==> config.mk <==
export PLATFORM = sky130hd
export DESIGN_NAME = load_store_unit_flat
export DESIGN_NICKNAME = d
export VERILOG_FILES = /design/src/rtl/lsu_pkg.sv /design/src/rtl/lsu_if.sv /design/src/rtl/lsu_align.sv /design/src/rtl/load_store_unit.sv /design/src/flat_wrapper.sv
export SDC_FILE = /design/constraint.sdc
export NUM_CORES = 1
export LEC_CHECK = 0
export BUFFER_PORTS_ARGS = -buffer_cell sky130_fd_sc_hd__clkbuf_2
export CORE_MARGIN = 4
export CORE_UTILIZATION = 35
export CTS_CLUSTER_SIZE = 8
export DETAILED_ROUTE_END_ITERATION = 12
export SYNTH_ARGS = -nofsm -noshare
export SYNTH_HDL_FRONTEND = slang
export SYNTH_SLANG_ARGS = --single-unit
==> constraint.sdc <==
create_clock -name clk -period 1.5 [get_ports clk]
set_clock_uncertainty 0.15 [all_clocks]
set_input_delay 0 -clock clk [delete_from_list [all_inputs] [get_ports clk]]
set_output_delay 0 -clock clk [all_outputs]
set_load 0.01 [all_outputs]
==> src/rtl/lsu_pkg.sv <==
// Shared types and decode helpers for the load/store unit.
package lsu_pkg;

    typedef enum logic [3:0] {
        LB  = 4'b0000,
        LH  = 4'b0001,
        LW  = 4'b0010,
        LBU = 4'b0100,
        LHU = 4'b0101,
        SB  = 4'b1000,
        SH  = 4'b1001,
        SW  = 4'b1010
    } op_t;

    typedef enum logic [2:0] {
        IDLE,
        LOAD,
        STORE,
        RMW_RD,
        RMW_WR
    } state_t;

    typedef enum logic [1:0] {
        BYTE = 2'd0,
        HALF = 2'd1,
        WORD = 2'd2
    } size_t;

    function automatic logic is_load(op_t op);
        return op inside {LB, LH, LW, LBU, LHU};
    endfunction

    function automatic logic is_store(op_t op);
        return op inside {SB, SH, SW};
    endfunction

    // Access size lives in the two LSBs of every load/store encoding.
    function automatic size_t size(op_t op);
        return size_t'(op[1:0]);
    endfunction

endpackage

==> src/rtl/lsu_if.sv <==
// Request/response and data-memory bus of the load/store unit.
interface lsu_if #(
    parameter int WIDTH = 32,
    parameter int DEPTH = 16
);
    import lsu_pkg::*;

    logic             req_valid;
    logic             req_ready;
    op_t              req_op;
    logic [31:0]      req_addr;
    logic [WIDTH-1:0] req_wdata;
    logic             resp_valid;
    logic [WIDTH-1:0] resp_rdata;
    logic             misalign;
    logic             mem_read;
    logic             mem_write;
    logic [DEPTH-1:0] mem_addr;
    logic [WIDTH-1:0] mem_wd;
    logic [WIDTH-1:0] mem_rd;

    modport slave (
        input  req_valid, req_op, req_addr, req_wdata, mem_rd,
        output req_ready, resp_valid, resp_rdata, misalign,
               mem_read, mem_write, mem_addr, mem_wd
    );

    modport master (
        output req_valid, req_op, req_addr, req_wdata, mem_rd,
        input  req_ready, resp_valid, resp_rdata, misalign,
               mem_read, mem_write, mem_addr, mem_wd
    );

endinterface

==> src/rtl/lsu_align.sv <==
// Lane extraction with sign/zero extension for loads, and lane merge for
// sub-word read-modify-write stores. Purely combinational.
module lsu_align
    import lsu_pkg::*;
#(
    parameter int WIDTH = 32
) (
    input  size_t            size_i,
    input  logic             unsigned_i,
    input  logic [1:0]       offset_i,
    input  logic [WIDTH-1:0] rdata_i,
    input  logic [WIDTH-1:0] wdata_i,
    output logic [WIDTH-1:0] load_data_o,
    output logic [WIDTH-1:0] store_word_o
);

    logic [7:0]       byte_lane;
    logic [15:0]      half_lane;
    logic [WIDTH-1:0] lane_mask;
    logic [WIDTH-1:0] lane_data;

    always_comb begin
        // NOTE: every output gets a default before the case so no path leaves it unassigned (no latch).
        byte_lane   = rdata_i[{offset_i, 3'b000} +: 8];
        half_lane   = offset_i[1] ? rdata_i[31:16] : rdata_i[15:0];
        load_data_o = rdata_i;
        lane_mask   = '1;
        lane_data   = wdata_i;
        case (size_i)
            BYTE: begin
                load_data_o = {{24{~unsigned_i & byte_lane[7]}}, byte_lane};
                lane_mask   = 32'h0000_00FF << {offset_i, 3'b000};
                lane_data   = {4{wdata_i[7:0]}};
            end
            HALF: begin
                load_data_o = {{16{~unsigned_i & half_lane[15]}}, half_lane};
                lane_mask   = offset_i[1] ? 32'hFFFF_0000 : 32'h0000_FFFF;
                lane_data   = {2{wdata_i[15:0]}};
            end
            default: ;
        endcase
        store_word_o = (rdata_i & ~lane_mask) | (lane_data & lane_mask);
    end

endmodule

==> src/rtl/load_store_unit.sv <==
// Load/store unit: turns byte-addressed MIPS loads/stores into word accesses
// on a full-word-write data memory, stalling the requester while busy.
module load_store_unit
    import lsu_pkg::*;
#(
    parameter int WIDTH = 32,
    parameter int DEPTH = 16
) (
    input  logic clk,
    input  logic rst,
    lsu_if.slave bus
);

    state_t           state_q;
    size_t            size_q;
    logic             uns_q;
    logic [1:0]       offset_q;
    logic [DEPTH-1:0] addr_q;
    logic [WIDTH-1:0] wdata_q;
    logic             resp_valid_q;
    logic [WIDTH-1:0] resp_rdata_q;
    logic             mis_pend_q;
    logic             misalign_q;

    logic [WIDTH-1:0] load_data;
    logic [WIDTH-1:0] merged_word;
    size_t            req_size;
    logic             req_ld;
    logic             req_st;
    logic             req_bad;
    state_t           accept_state;
    logic             unused_addr_hi;

    assign unused_addr_hi = ^bus.req_addr[31:DEPTH+2];

    always_comb begin
        req_size     = size(bus.req_op);
        req_ld       = is_load(bus.req_op);
        req_st       = is_store(bus.req_op);
        req_bad      = (req_ld || req_st) &&
                       ((req_size == HALF && bus.req_addr[0]) ||
                        (req_size == WORD && bus.req_addr[1:0] != 2'b00));
        accept_state = IDLE;
        if (!req_bad) begin
            if (req_ld)      accept_state = LOAD;
            else if (req_st) accept_state = (req_size == WORD) ? STORE : RMW_RD;
        end
    end

    lsu_align #(.WIDTH(WIDTH)) u_align (
        .size_i       (size_q),
        .unsigned_i   (uns_q),
        .offset_i     (offset_q),
        .rdata_i      (bus.mem_rd),
        .wdata_i      (wdata_q),
        .load_data_o  (load_data),
        .store_word_o (merged_word)
    );

    // A rejected request is flagged one cycle after it would have started,
    // lining misalign up with where a load's resp_valid would appear.
    always_ff @(posedge clk) begin
        // NOTE: state registers use non-blocking assignments so every flop samples pre-edge values.
        if (rst) begin
            // NOTE: address/data holding registers are reset too, so mem_addr and mem_wd read 0 after reset.
            state_q      <= IDLE;
            size_q       <= BYTE;
            uns_q        <= 1'b0;
            offset_q     <= '0;
            addr_q       <= '0;
            wdata_q      <= '0;
            resp_valid_q <= 1'b0;
            resp_rdata_q <= '0;
            mis_pend_q   <= 1'b0;
            misalign_q   <= 1'b0;
        end else begin
            resp_valid_q <= 1'b0;
            mis_pend_q   <= 1'b0;
            misalign_q   <= mis_pend_q;
            case (state_q)
                IDLE: begin
                    if (bus.req_valid) begin
                        size_q     <= req_size;
                        uns_q      <= bus.req_op[2];
                        offset_q   <= bus.req_addr[1:0];
                        addr_q     <= bus.req_addr[DEPTH+1:2];
                        wdata_q    <= bus.req_wdata;
                        mis_pend_q <= req_bad;
                        state_q    <= accept_state;
                    end
                end
                LOAD: begin
                    resp_valid_q <= 1'b1;
                    resp_rdata_q <= load_data;
                    state_q      <= IDLE;
                end
                STORE:   state_q <= IDLE;
                RMW_RD:  state_q <= RMW_WR;
                RMW_WR:  state_q <= IDLE;
                default: state_q <= IDLE;
            endcase
        end
    end

    always_comb begin
        case (state_q)
            STORE:   bus.mem_wd = wdata_q;
            RMW_WR:  bus.mem_wd = merged_word;
            default: bus.mem_wd = '0;
        endcase
    end

    assign bus.req_ready  = (state_q == IDLE);
    assign bus.mem_read   = (state_q == LOAD)  || (state_q == RMW_RD);
    assign bus.mem_write  = (state_q == STORE) || (state_q == RMW_WR);
    assign bus.mem_addr   = addr_q;
    assign bus.resp_valid = resp_valid_q;
    assign bus.resp_rdata = resp_rdata_q;
    assign bus.misalign   = misalign_q;

endmodule

==> src/flat_wrapper.sv <==
// flat-port wrapper written by rule: the top's interface ports become plain ports
module load_store_unit_flat import lsu_pkg::*;
#(
    parameter int WIDTH = 32,
    parameter int DEPTH = 16
)
  (clk, rst, bus_req_valid, bus_req_op, bus_req_addr, bus_req_wdata, bus_mem_rd, bus_req_ready, bus_resp_valid, bus_resp_rdata, bus_misalign, bus_mem_read, bus_mem_write, bus_mem_addr, bus_mem_wd);
  lsu_if #(.WIDTH(WIDTH), .DEPTH(DEPTH)) bus_i ();
  input  logic clk;
  input  logic rst;
  input wire logic [$bits(bus_i.req_valid)-1:0] bus_req_valid;
  input wire logic [$bits(bus_i.req_op)-1:0] bus_req_op;
  input wire logic [$bits(bus_i.req_addr)-1:0] bus_req_addr;
  input wire logic [$bits(bus_i.req_wdata)-1:0] bus_req_wdata;
  input wire logic [$bits(bus_i.mem_rd)-1:0] bus_mem_rd;
  output wire logic [$bits(bus_i.req_ready)-1:0] bus_req_ready;
  output wire logic [$bits(bus_i.resp_valid)-1:0] bus_resp_valid;
  output wire logic [$bits(bus_i.resp_rdata)-1:0] bus_resp_rdata;
  output wire logic [$bits(bus_i.misalign)-1:0] bus_misalign;
  output wire logic [$bits(bus_i.mem_read)-1:0] bus_mem_read;
  output wire logic [$bits(bus_i.mem_write)-1:0] bus_mem_write;
  output wire logic [$bits(bus_i.mem_addr)-1:0] bus_mem_addr;
  output wire logic [$bits(bus_i.mem_wd)-1:0] bus_mem_wd;
  assign bus_i.req_valid = bus_req_valid;
  assign bus_i.req_op = bus_req_op;
  assign bus_i.req_addr = bus_req_addr;
  assign bus_i.req_wdata = bus_req_wdata;
  assign bus_i.mem_rd = bus_mem_rd;
  assign bus_req_ready = bus_i.req_ready;
  assign bus_resp_valid = bus_i.resp_valid;
  assign bus_resp_rdata = bus_i.resp_rdata;
  assign bus_misalign = bus_i.misalign;
  assign bus_mem_read = bus_i.mem_read;
  assign bus_mem_write = bus_i.mem_write;
  assign bus_mem_addr = bus_i.mem_addr;
  assign bus_mem_wd = bus_i.mem_wd;
  load_store_unit #(.WIDTH(WIDTH), .DEPTH(DEPTH)) u_core (.clk(clk), .rst(rst), .bus(bus_i));
endmodule
==> impl_metrics.tcl, run 1 <==
set metrics [dict create \
    fin_area_um2 9570 \
    synth_warnings 0 \
    crit_fanout 8 \
    worst_pin_slew_ps 453 \
    root_buffer "clkbuf_16" \
    async_flop_share_pct 0 \
    slew_headroom_pct 69.7 \
    worstHoldEndpoint "u_core.bus.resp_rdata[6]" \
    clock_sinks 91 \
    clk_latency_ps 360 \
    synth_seq_cells 91 \
    cap_viol_max_count 0 \
    fmax_ghz 0.469 \
    io_buffers 173 \
    netlist_instances 590 \
    min_path_type "in2reg" \
    synth-xor-area-share_pct 0 \
    total_leakage_power_nw 4.16 \
    drive_gt1_share_pct 59.2 \
    clock_path_buffers 2 \
    wl_per_cell_um 22.7 \
    grt.total_usage_pct 29.4 \
    num_io_pins 188 \
    worstHoldStart "bus_mem_rd[6]" \
    die_w_um 123 \
    finalCritPeriodShare_pct 142 \
    overflow 0 \
    gp_congestion 0.912 \
    yosys.area_share.adder_pct 0 \
    synth_edf_count 0 \
    min_path_cells 4 \
    ys_seq_area_share_pct 39.2 \
    violations "negative setup slack" \
    startpoint_type "flop" \
    finalPower_mw 7.27 \
    status "finished, violations left" \
    syn_area_per_cell_um2 7.89 \
    synth.distinct_cells 46 \
    rsz0062_at_grt "true" \
    cp_num_cells 6 \
    initial_core_util_pct 36.3 \
    synth_nets 693 \
    slew_viol_final 0 \
    rows 41 \
    crit_arrival_ps 1980 \
    dr.pass1.iters 5 \
    vias 6252 \
    period_minus_slack_ps 2130 \
    synth_compound_area_share_pct 25.7 \
    synth.most_common_cell "nand2_1" \
    drtIter0Drc 555 \
    synth.area.top_cells "dfxtp_1, nand2_1, a21oi_1" \
    cts_tree "yes" \
    max_stage_delay_ps 460 \
    cp.required_ps 1350 \
    post_drt_via_cell_ratio 5.69 \
    diodes 0 \
    synthTopCellsByCount "nand2_1, dfxtp_1, a21oi_1, nor2_1, mux2i_1" \
    synth_flop_cell "dfxtp_1" \
    setup_viol 124 \
    placed_area_um2 6160 \
    drt-total-wl_um 24900 \
    finalWorstSetupSlack_ps -631 \
    antenna_found_initial 0 \
    drc_errors 0 \
    synth_area_um2 4650 \
    yosysTopAreaCell "dfxtp_1" \
    synth_top_area_share_pct 39.2 \
    die_h_um 123 \
    reg2reg_to "u_core.bus.resp_rdata[25]" \
    cts_made_buffers 9 \
    grt_max_degree 53 \
    dp_hpwl_um 13400 \
    dieArea_um2 15200 \
    irDropWorstVdd_mv 0.633 \
    rr_worst_depth 8 \
    grt_pass1_wl_um 33700 \
    cp-end-kind "primary output" \
    grt_pass1_vias 6004 \
    cp_slowest_cell "or3b_4" \
    finalHoldViolCount 0 \
    muxShareOfSynthArea_pct 7.74 \
    crit_chain "or3b_4 -> buf_6 -> a21oi_4 -> o211ai_1 -> nand2_1 -> buf_2" \
    synth_top_family_by_area "compound AO/OA/AOI/OAI gates" \
    clk_pin_slew_ps 70 \
    ant_nets 0 \
    r2r-start "u_core.offset_q[1]" \
    path_buf_inv 2 \
    worstSetupPathType "reg2out" \
    core_um2 12800 \
    powerDensity_nw_per_um2 760 \
    fin_nets 1026 \
    syn_to_final_growth_pct 106 \
    r2r_setup_slack_ps -480 \
    crit_family "simple AND/OR/NAND/NOR gates" \
    htreeDepth 3 \
    yosys.area_share.simple_pct 22.2 \
]
## worst register-to-register path, stage by stage, from the launching register on
cell and delay [ps]:
dfxtp_4 390, buf_6 100, buf_6 110, buf_6 110, mux2i_4 300, mux2i_2 140, a21oi_4 270, clkbuf_16 220
a211oi_2 60
## layer usage
metal / global-route usage (%) / part of all wire (%)
met3: 6.31 / 8.4
met5: 0 / 0
met2: 49.9 / 49
met4: 13.1 / 4.8
met1: 35.7 / 38
## power by group
part           switching [mW]  internal (mW)
Clock                    1.01           1.42
Sequential              0.144           2.55
Combinational            1.09           1.06
## sequential cells by signal (all words and copies together), names as in the netlist
| register | cells |
|---|---|
| u_core.wdata_q | 32 |
| u_core.state_q | 3 |
| u_core.size_q | 2 |
| u_core.offset_q | 2 |
| u_core.mis_pend_q | 1 |
| u_core.bus.resp_valid | 1 |
| u_core.bus.mem_addr | 16 |
| u_core.bus.resp_rdata | 32 |
| u_core.uns_q | 1 |
| u_core.bus.misalign | 1 |
## metrics by stage
stage | hold slack, ps | util, % | cells | worst slack [ps] | setup TNS [ps]
final | 12.6 | 74.6 | 1099 | -631 | -42160
after global routing | 28.1 | 74.6 | 1099 | -695 | -47250
after CTS | 0.433 | 68.6 | 1090 | -541 | -48220
after detailed placement | 79.2 | 48.0 | 947 | -309 | -15290
after global placement | 73.3 | 48.0 | 947 | -268 | -12380
after floorplan | -21.6 | - | 590 | -78.4 | -1490
## layout make-up
cell class | instances | area [um^2]
multi-input combinational | 447 | 3920
inverter | 4 | 15.0
clock buffer | 12 | 267
tap | 172 | 215
clock inverter | 3 | 43.8
timing repair buffer | 370 | 3270
sequential | 91 | 1840
fill | 801 | 3260
## kinds of logic after synthesis
logic type             count (synthesis)
multiplexers                          35
AND/OR/NAND/NOR                      239
buffers and inverters                 52
flip-flops                            91
AO/OA/AOI/OAI                        173
## worst max-delay path by stage
stage                                   from                         to
after floorplan           u_core.offset_q[1]  u_core.bus.resp_rdata[28]
final                      u_core.state_q[0]             bus_mem_wd[26]
after CTS                  u_core.state_q[1]             bus_mem_wd[26]
after global placement     u_core.state_q[0]             bus_mem_wd[15]
after global routing       u_core.state_q[0]             bus_mem_wd[26]
after detailed placement   u_core.state_q[0]             bus_mem_wd[15]
## what timing repair did
item                                    CTS  global route
hold buffers                             81             0
hold endpoints to repair                 81             0
buffers inserted                         30            19
pin swaps                               107           131
cloned                                   17             3
endpoints found under the setup margin  121           124
resized for setup                       213           213
## cell usage in the layout, fill, tap and decap left out, types with 13 or more instances in the layout
cell | synthesis | routed
buf_4 | 6 | 49
buf_6 | 0 | 41
mux2i_1 | 27 | 19
nand2_4 | 0 | 62
nor2_1 | 28 | 16
nand2_1 | 162 | 71
dlygate4sd3_1 | 0 | 81
a211oi_2 | 0 | 19
clkbuf_2 | 0 | 147
a21oi_2 | 1 | 56
buf_2 | 20 | 17
buf_16 | 0 | 13
a22o_1 | 15 | 15
a22oi_1 | 15 | 15
buf_12 | 0 | 18
nand2_2 | 0 | 28
dfxtp_1 | 91 | 84
No activity file was read; power rests on OpenSTA's default activity.
==> inputs of run 2 (changes only) <==
--- a/config.mk
+++ b/config.mk
@@ -6,10 +6,12 @@
 export NUM_CORES = 1
 export LEC_CHECK = 0
 export BUFFER_PORTS_ARGS = -buffer_cell sky130_fd_sc_hd__clkbuf_2
+export CAP_MARGIN = 20
 export CORE_MARGIN = 4
-export CORE_UTILIZATION = 35
+export CORE_UTILIZATION = 44
 export CTS_CLUSTER_SIZE = 8
 export DETAILED_ROUTE_END_ITERATION = 12
+export PLACE_DENSITY = 0.77
 export SYNTH_ARGS = -nofsm -noshare
 export SYNTH_HDL_FRONTEND = slang
 export SYNTH_SLANG_ARGS = --single-unit
==> impl_metrics.tcl, run 2 (synthesis gave the netlist of run 1 again) <==
set metrics [dict create \
    min_path_type "in2reg" \
    crit_arrival_ps 2250 \
    crit_fanout 15 \
    final_common_cell "clkbuf_2" \
    grt_max_degree 39 \
    cts_made_buffers 9 \
    io_buffers 173 \
    powerDensity_nw_per_um2 722 \
    drtIter0Drc 959 \
    syn_to_final_growth_pct 102 \
    overflow 0 \
    violations "negative setup slack" \
    grt.total_usage_pct 36.7 \
    slew_headroom_pct 48.1 \
    status "finished, violations left" \
    drive_gt1_share_pct 61.5 \
    die_w_um 111 \
    setup_viol 125 \
    period_minus_slack_ps 2400 \
    finalPower_mw 6.78 \
    cp_slowest_cell "dfxtp_4" \
    diodes 0 \
    worstSetupPathType "reg2out" \
    max_stage_delay_ps 390 \
    placed_area_um2 6060 \
    crit_family "buffers and inverters" \
    switching_share_pct 36.0 \
    finalWorstSetupSlack_ps -902 \
    dp_hpwl_um 12800 \
    grt_pass1_vias 6717 \
    root_buffer "clkbuf_8" \
    rsz0062_at_grt "true" \
    fin_hold_ws_ps 237 \
    ant_nets 0 \
    startpoint_type "flop" \
    clock_path_buffers 2 \
    fin_area_um2 9400 \
    switchingPower_mw 2.44 \
    fmax_ghz 0.416 \
    clock_sinks 91 \
    fin_cells 1054 \
    crit_chain "buf_8 -> o21ai_0 -> and3_1 -> buf_4 -> a22oi_1 -> nand2_1 -> buf_2" \
    finalCritPeriodShare_pct 160 \
    rows 37 \
    dieArea_um2 12300 \
    dr.pass1.iters 6 \
    fin_nets 1017 \
    initial_core_util_pct 45.1 \
    cap_viol_max_count 0 \
    cts_tree "yes" \
    die_h_um 111 \
    num_io_pins 188 \
    clk_pin_slew_ps 120 \
    finalHoldViolCount 0 \
    clk_latency_ps 400 \
    share_clk_of_total_power_pct 26.4 \
    dp_slack_ps -334 \
    final_cell_mix "clkbuf_2, dlygate4sd3_1, dfxtp_1" \
    total_leakage_power_nw 4.18 \
    core_um2 10300 \
    drc_errors 0 \
    cp-end-kind "primary output" \
    pwr-share-seq_pct 40.6 \
    cp.required_ps 1350 \
    wl_per_cell_um 29.9 \
    slew_viol_final 0 \
    irDropWorstVdd_mv 0.614 \
    worst_pin_slew_ps 778 \
    vias 7188 \
    placed_cells 905 \
    drt-total-wl_um 31500 \
    gp_congestion 0.894 \
    grt_pass1_wl_um 36100 \
    path_buf_inv 3 \
    p_comb_share_pct 33.0 \
    antenna_found_initial 3 \
    htreeDepth 3 \
    post_drt_via_cell_ratio 6.82 \
    intPower_mw 4.34 \
]
==> run 2: per-layer routing <==
metal,track usage [%],routed length (um),vias to the layer above
li1,-,-,2733
met1,43.0,9740,3218
met2,61.3,13600,849
met3,7.70,4340,382
met4,22.2,3780,6
met5,0,35,-
==> run 2: worst paths after layout <==
kind	cells after the start	slack, ps	startpoint	end
worst max register to register	10	-810	u_core.state_q[2]	u_core.wdata_q[12]
worst min-delay path	4	240	bus_mem_rd[3]	u_core.bus.resp_rdata[3]
worst max-delay path	7	-900	u_core.size_q[0]	bus_mem_wd[27]
worst min register to register	2	330	u_core.bus.resp_rdata[0]	u_core.bus.resp_rdata[0]
==> run 2: area by class of cell <==
| cell class | count | area [um^2] |
|---|---|---|
| Multi-Input combinational cell | 447 | 4060 |
| Timing Repair Buffer | 361 | 3120 |
| Sequential cell | 91 | 1840 |
| Fill cell | 330 | 928 |
| Tap cell | 136 | 170 |
| Clock buffer | 9 | 124 |
| Clock inverter | 6 | 65.1 |
| Inverter | 4 | 15.0 |
==> run 2: worst register-to-register path, delay by kind of cell, from the launching register on <==
kind | cells | cell delay, ps
buf+inv | 6 | 790
simple gates | 3 | 590
flops | 1 | 350
compound gates | 1 | 320
==> run 2: power by group through the flow <==
| stage | Sequential (mW) | Combinational [mW] | Clock (mW) |
|---|---|---|---|
| after floorplan | 2.70 | 0.571 | 0 |
| after global placement | 2.70 | 1.05 | 0 |
| after detailed placement | 2.71 | 1.08 | 0 |
| after CTS | 2.68 | 1.71 | 1.68 |
| after global routing | 2.75 | 2.28 | 1.82 |
| final | 2.76 | 2.24 | 1.79 |
==> run 2: repair_timing <==
action / in CTS / in global routing
pin swaps: 98 / 90
endpoints found under the setup margin: 87 / 125
hold endpoints to repair: 88 / 0
hold buffers: 87 / 0
gates resized for setup: 220 / 249
gates cloned: 13 / 6
setup buffers: 22 / 16
==> run 2: per-stage QoR <==
step | util [%] | setup TNS (ps)
after floorplan | - | -1490
after global placement | 58.7 | -6460
after detailed placement | 58.7 | -9120
after CTS | 82.0 | -30800
after global routing | 91.0 | -66360
final | 91.0 | -66750
==> inputs of run 3 (changes only) <==
--- a/config.mk
+++ b/config.mk
@@ -5,13 +5,14 @@
 export SDC_FILE = /design/constraint.sdc
 export NUM_CORES = 1
 export LEC_CHECK = 0
+export ABC_AREA = 1
 export BUFFER_PORTS_ARGS = -buffer_cell sky130_fd_sc_hd__clkbuf_2
 export CAP_MARGIN = 20
 export CORE_MARGIN = 4
 export CORE_UTILIZATION = 44
 export CTS_CLUSTER_SIZE = 8
 export DETAILED_ROUTE_END_ITERATION = 12
-export PLACE_DENSITY = 0.77
+export PLACE_DENSITY = 0.76
 export SYNTH_ARGS = -nofsm -noshare
 export SYNTH_HDL_FRONTEND = slang
 export SYNTH_SLANG_ARGS = --single-unit
==> impl_metrics.tcl, run 3 <==
set metrics [dict create \
    dp_hpwl_um 12000 \
    crit_chain "buf_6 -> nor3_4 -> buf_12 -> o21ai_2 -> buf_6 -> o22ai_2 -> buf_2" \
    htreeDepth 3 \
    cp_num_cells 7 \
    io_buffers 173 \
    clock_path_buffers 2 \
    placed_cells 1006 \
    rr_worst_depth 9 \
    netlist_instances 697 \
    worst_pin_slew_ps 290 \
    path_buf_inv 4 \
    setup_tns_ps -13170 \
    syn_area_per_cell_um2 6.82 \
    crit_family "buffers and inverters" \
    synth.area.top_cells "dfxtp_1, nand2_1, o21ai_0" \
    die_h_um 112 \
    startpoint_type "flop" \
    cp.required_ps 1350 \
    worstSetupPathType "reg2out" \
    cap_viol_max_count 0 \
    violations "negative setup slack" \
    drc_errors 0 \
    min_path_type "in2reg" \
    total_leakage_power_nw 3.67 \
    finalHoldViolCount 0 \
    min_path_cells 6 \
    irDropWorstVdd_mv 0.760 \
    grt_max_degree 66 \
    fmax_ghz 0.520 \
    cp_common_cell "buf_6" \
    ys_seq_area_share_pct 38.3 \
    setup_viol 63 \
    diodes 0 \
    synth_area_um2 4760 \
    grt_pass1_wl_um 29100 \
    antenna_found_initial 0 \
    clk_pin_slew_ps 90 \
    yosysTopAreaCell "dfxtp_1" \
    cp_slowest_cell "dfxtp_2" \
    synth.distinct_cells 31 \
    gp_congestion 0.969 \
    clk_latency_ps 380 \
    dp_slack_ps -73.2 \
    crit_fanout 8 \
    synthTopCellsByCount "nand2_1, dfxtp_1, inv_1, o21ai_0, a21oi_1" \
    grt.total_usage_pct 28.8 \
    synth_nets 800 \
    vias 6148 \
    finalWorstSetupSlack_ps -421 \
    root_buffer "clkbuf_8" \
    powerDensity_nw_per_um2 804 \
    rows 37 \
    slew_headroom_pct 80.7 \
    wl_per_cell_um 17.5 \
    cp-end-kind "primary output" \
    cts_made_buffers 9 \
    num_io_pins 188 \
    status "finished, violations left" \
    async_flop_share_pct 0 \
    fin_area_um2 7560 \
    ant_nets 0 \
    crit_arrival_ps 1770 \
    post_drt_via_cell_ratio 5.45 \
    drt-total-wl_um 19800 \
    finalCritPeriodShare_pct 128 \
    placed_area_um2 5960 \
    drtIter0Drc 653 \
    synth_seq_cells 91 \
    fin_nets 1091 \
    cts_tree "yes" \
    synth_edf_count 0 \
    fin_cells 1129 \
    drive_gt1_share_pct 31.3 \
    final_core_util_pct 72.6 \
    core_um2 10400 \
    synth.most_common_cell "nand2_1" \
    max_stage_delay_ps 350 \
    syn_to_final_growth_pct 59.0 \
    dieArea_um2 12500 \
    synth_top_area_share_pct 38.3 \
    grt_pass1_vias 5767 \
    overflow 0 \
    synth_warnings 0 \
    dr.pass1.iters 7 \
    rsz0062_at_grt "true" \
    initial_core_util_pct 45.7 \
    final_cell_mix "clkbuf_2, nand2_1, inv_1, dlygate4sd3_1, dfxtp_1" \
    die_w_um 112 \
    slew_viol_final 0 \
    clock_sinks 91 \
    synth_flop_cell "dfxtp_1" \
    period_minus_slack_ps 1920 \
    final_common_cell "clkbuf_2" \
]
==> run 3: cell count changes after synthesis, sizes merged, moves of 23 or more <==
cell	before	now
a211oi	23	0
inv	3	98
o21ai	12	124
mux2i	27	0
==> run 3: cell families after synthesis <==
kind of cell	share of synthesized area, %
compound gates	30.4
buf+inv	12.3
flops	38.3
simple gates	19.0
==> run 3: final timing paths <==
kind                     startpoint                        end  slack [ps]
setup / recovery  u_core.state_q[1]              bus_mem_wd[5]        -420
hold / removal       bus_mem_rd[23]  u_core.bus.resp_rdata[23]        0.02
setup reg to reg  u_core.state_q[2]   u_core.bus.resp_rdata[9]        -150
hold reg to reg   u_core.mis_pend_q        u_core.bus.misalign         280
==> run 3: final cells by class <==
class	instances	area, um^2
Timing Repair Buffer	323	2470
Multi-Input combinational cell	464	2500
Tap cell	136	170
Clock inverter	3	46.3
Sequential cell	91	1830
Fill cell	793	2850
Clock buffer	13	159
Inverter	99	379
==> run 3: layer usage <==
metal	share of wire, %	GRT usage (%)	up-vias
met2	48	48.8	361
met1	38	34.2	2786
met4	4.1	12.2	0
li1	-	-	2907
met3	9.7	7.88	94
met5	0	0	-
==> run 3: worst register-to-register path, delay by kind of cell, from the launching register on <==
| kind | cells | cell delay [ps] |
|---|---|---|
| and+or+nand+nor | 4 | 450 |
| DFF | 1 | 370 |
| buffers and inverters | 5 | 570 |
==> run 3: per-stage QoR <==
stage | hold slack, ps | power [mW]
after global routing | 36.5 | 6.34
after CTS | 29.2 | 5.91
after global placement | 80.5 | 3.93
after floorplan | -6.19 | 3.43
after detailed placement | 86.0 | 3.95
final | 0.0249 | 6.08
==> run 3: repair_timing <==
item / in CTS / in global routing
buffers inserted: 4 / 5
hold buffers: 89 / 0
setup endpoints to repair: 50 / 118
hold endpoints to repair: 89 / 0
pin swaps: 9 / 19
gates resized for setup: 38 / 82
cloned: 2 / 9
==> run 3: where the power goes <==
group | internal [mW] | switching [mW] | leakage (nW)
Sequential | 2.56 | 0.0955 | 0.750
Combinational | 0.729 | 0.916 | 2.82
Clock | 0.867 | 0.910 | 0.0998
Total | 4.16 | 1.92 | 3.67
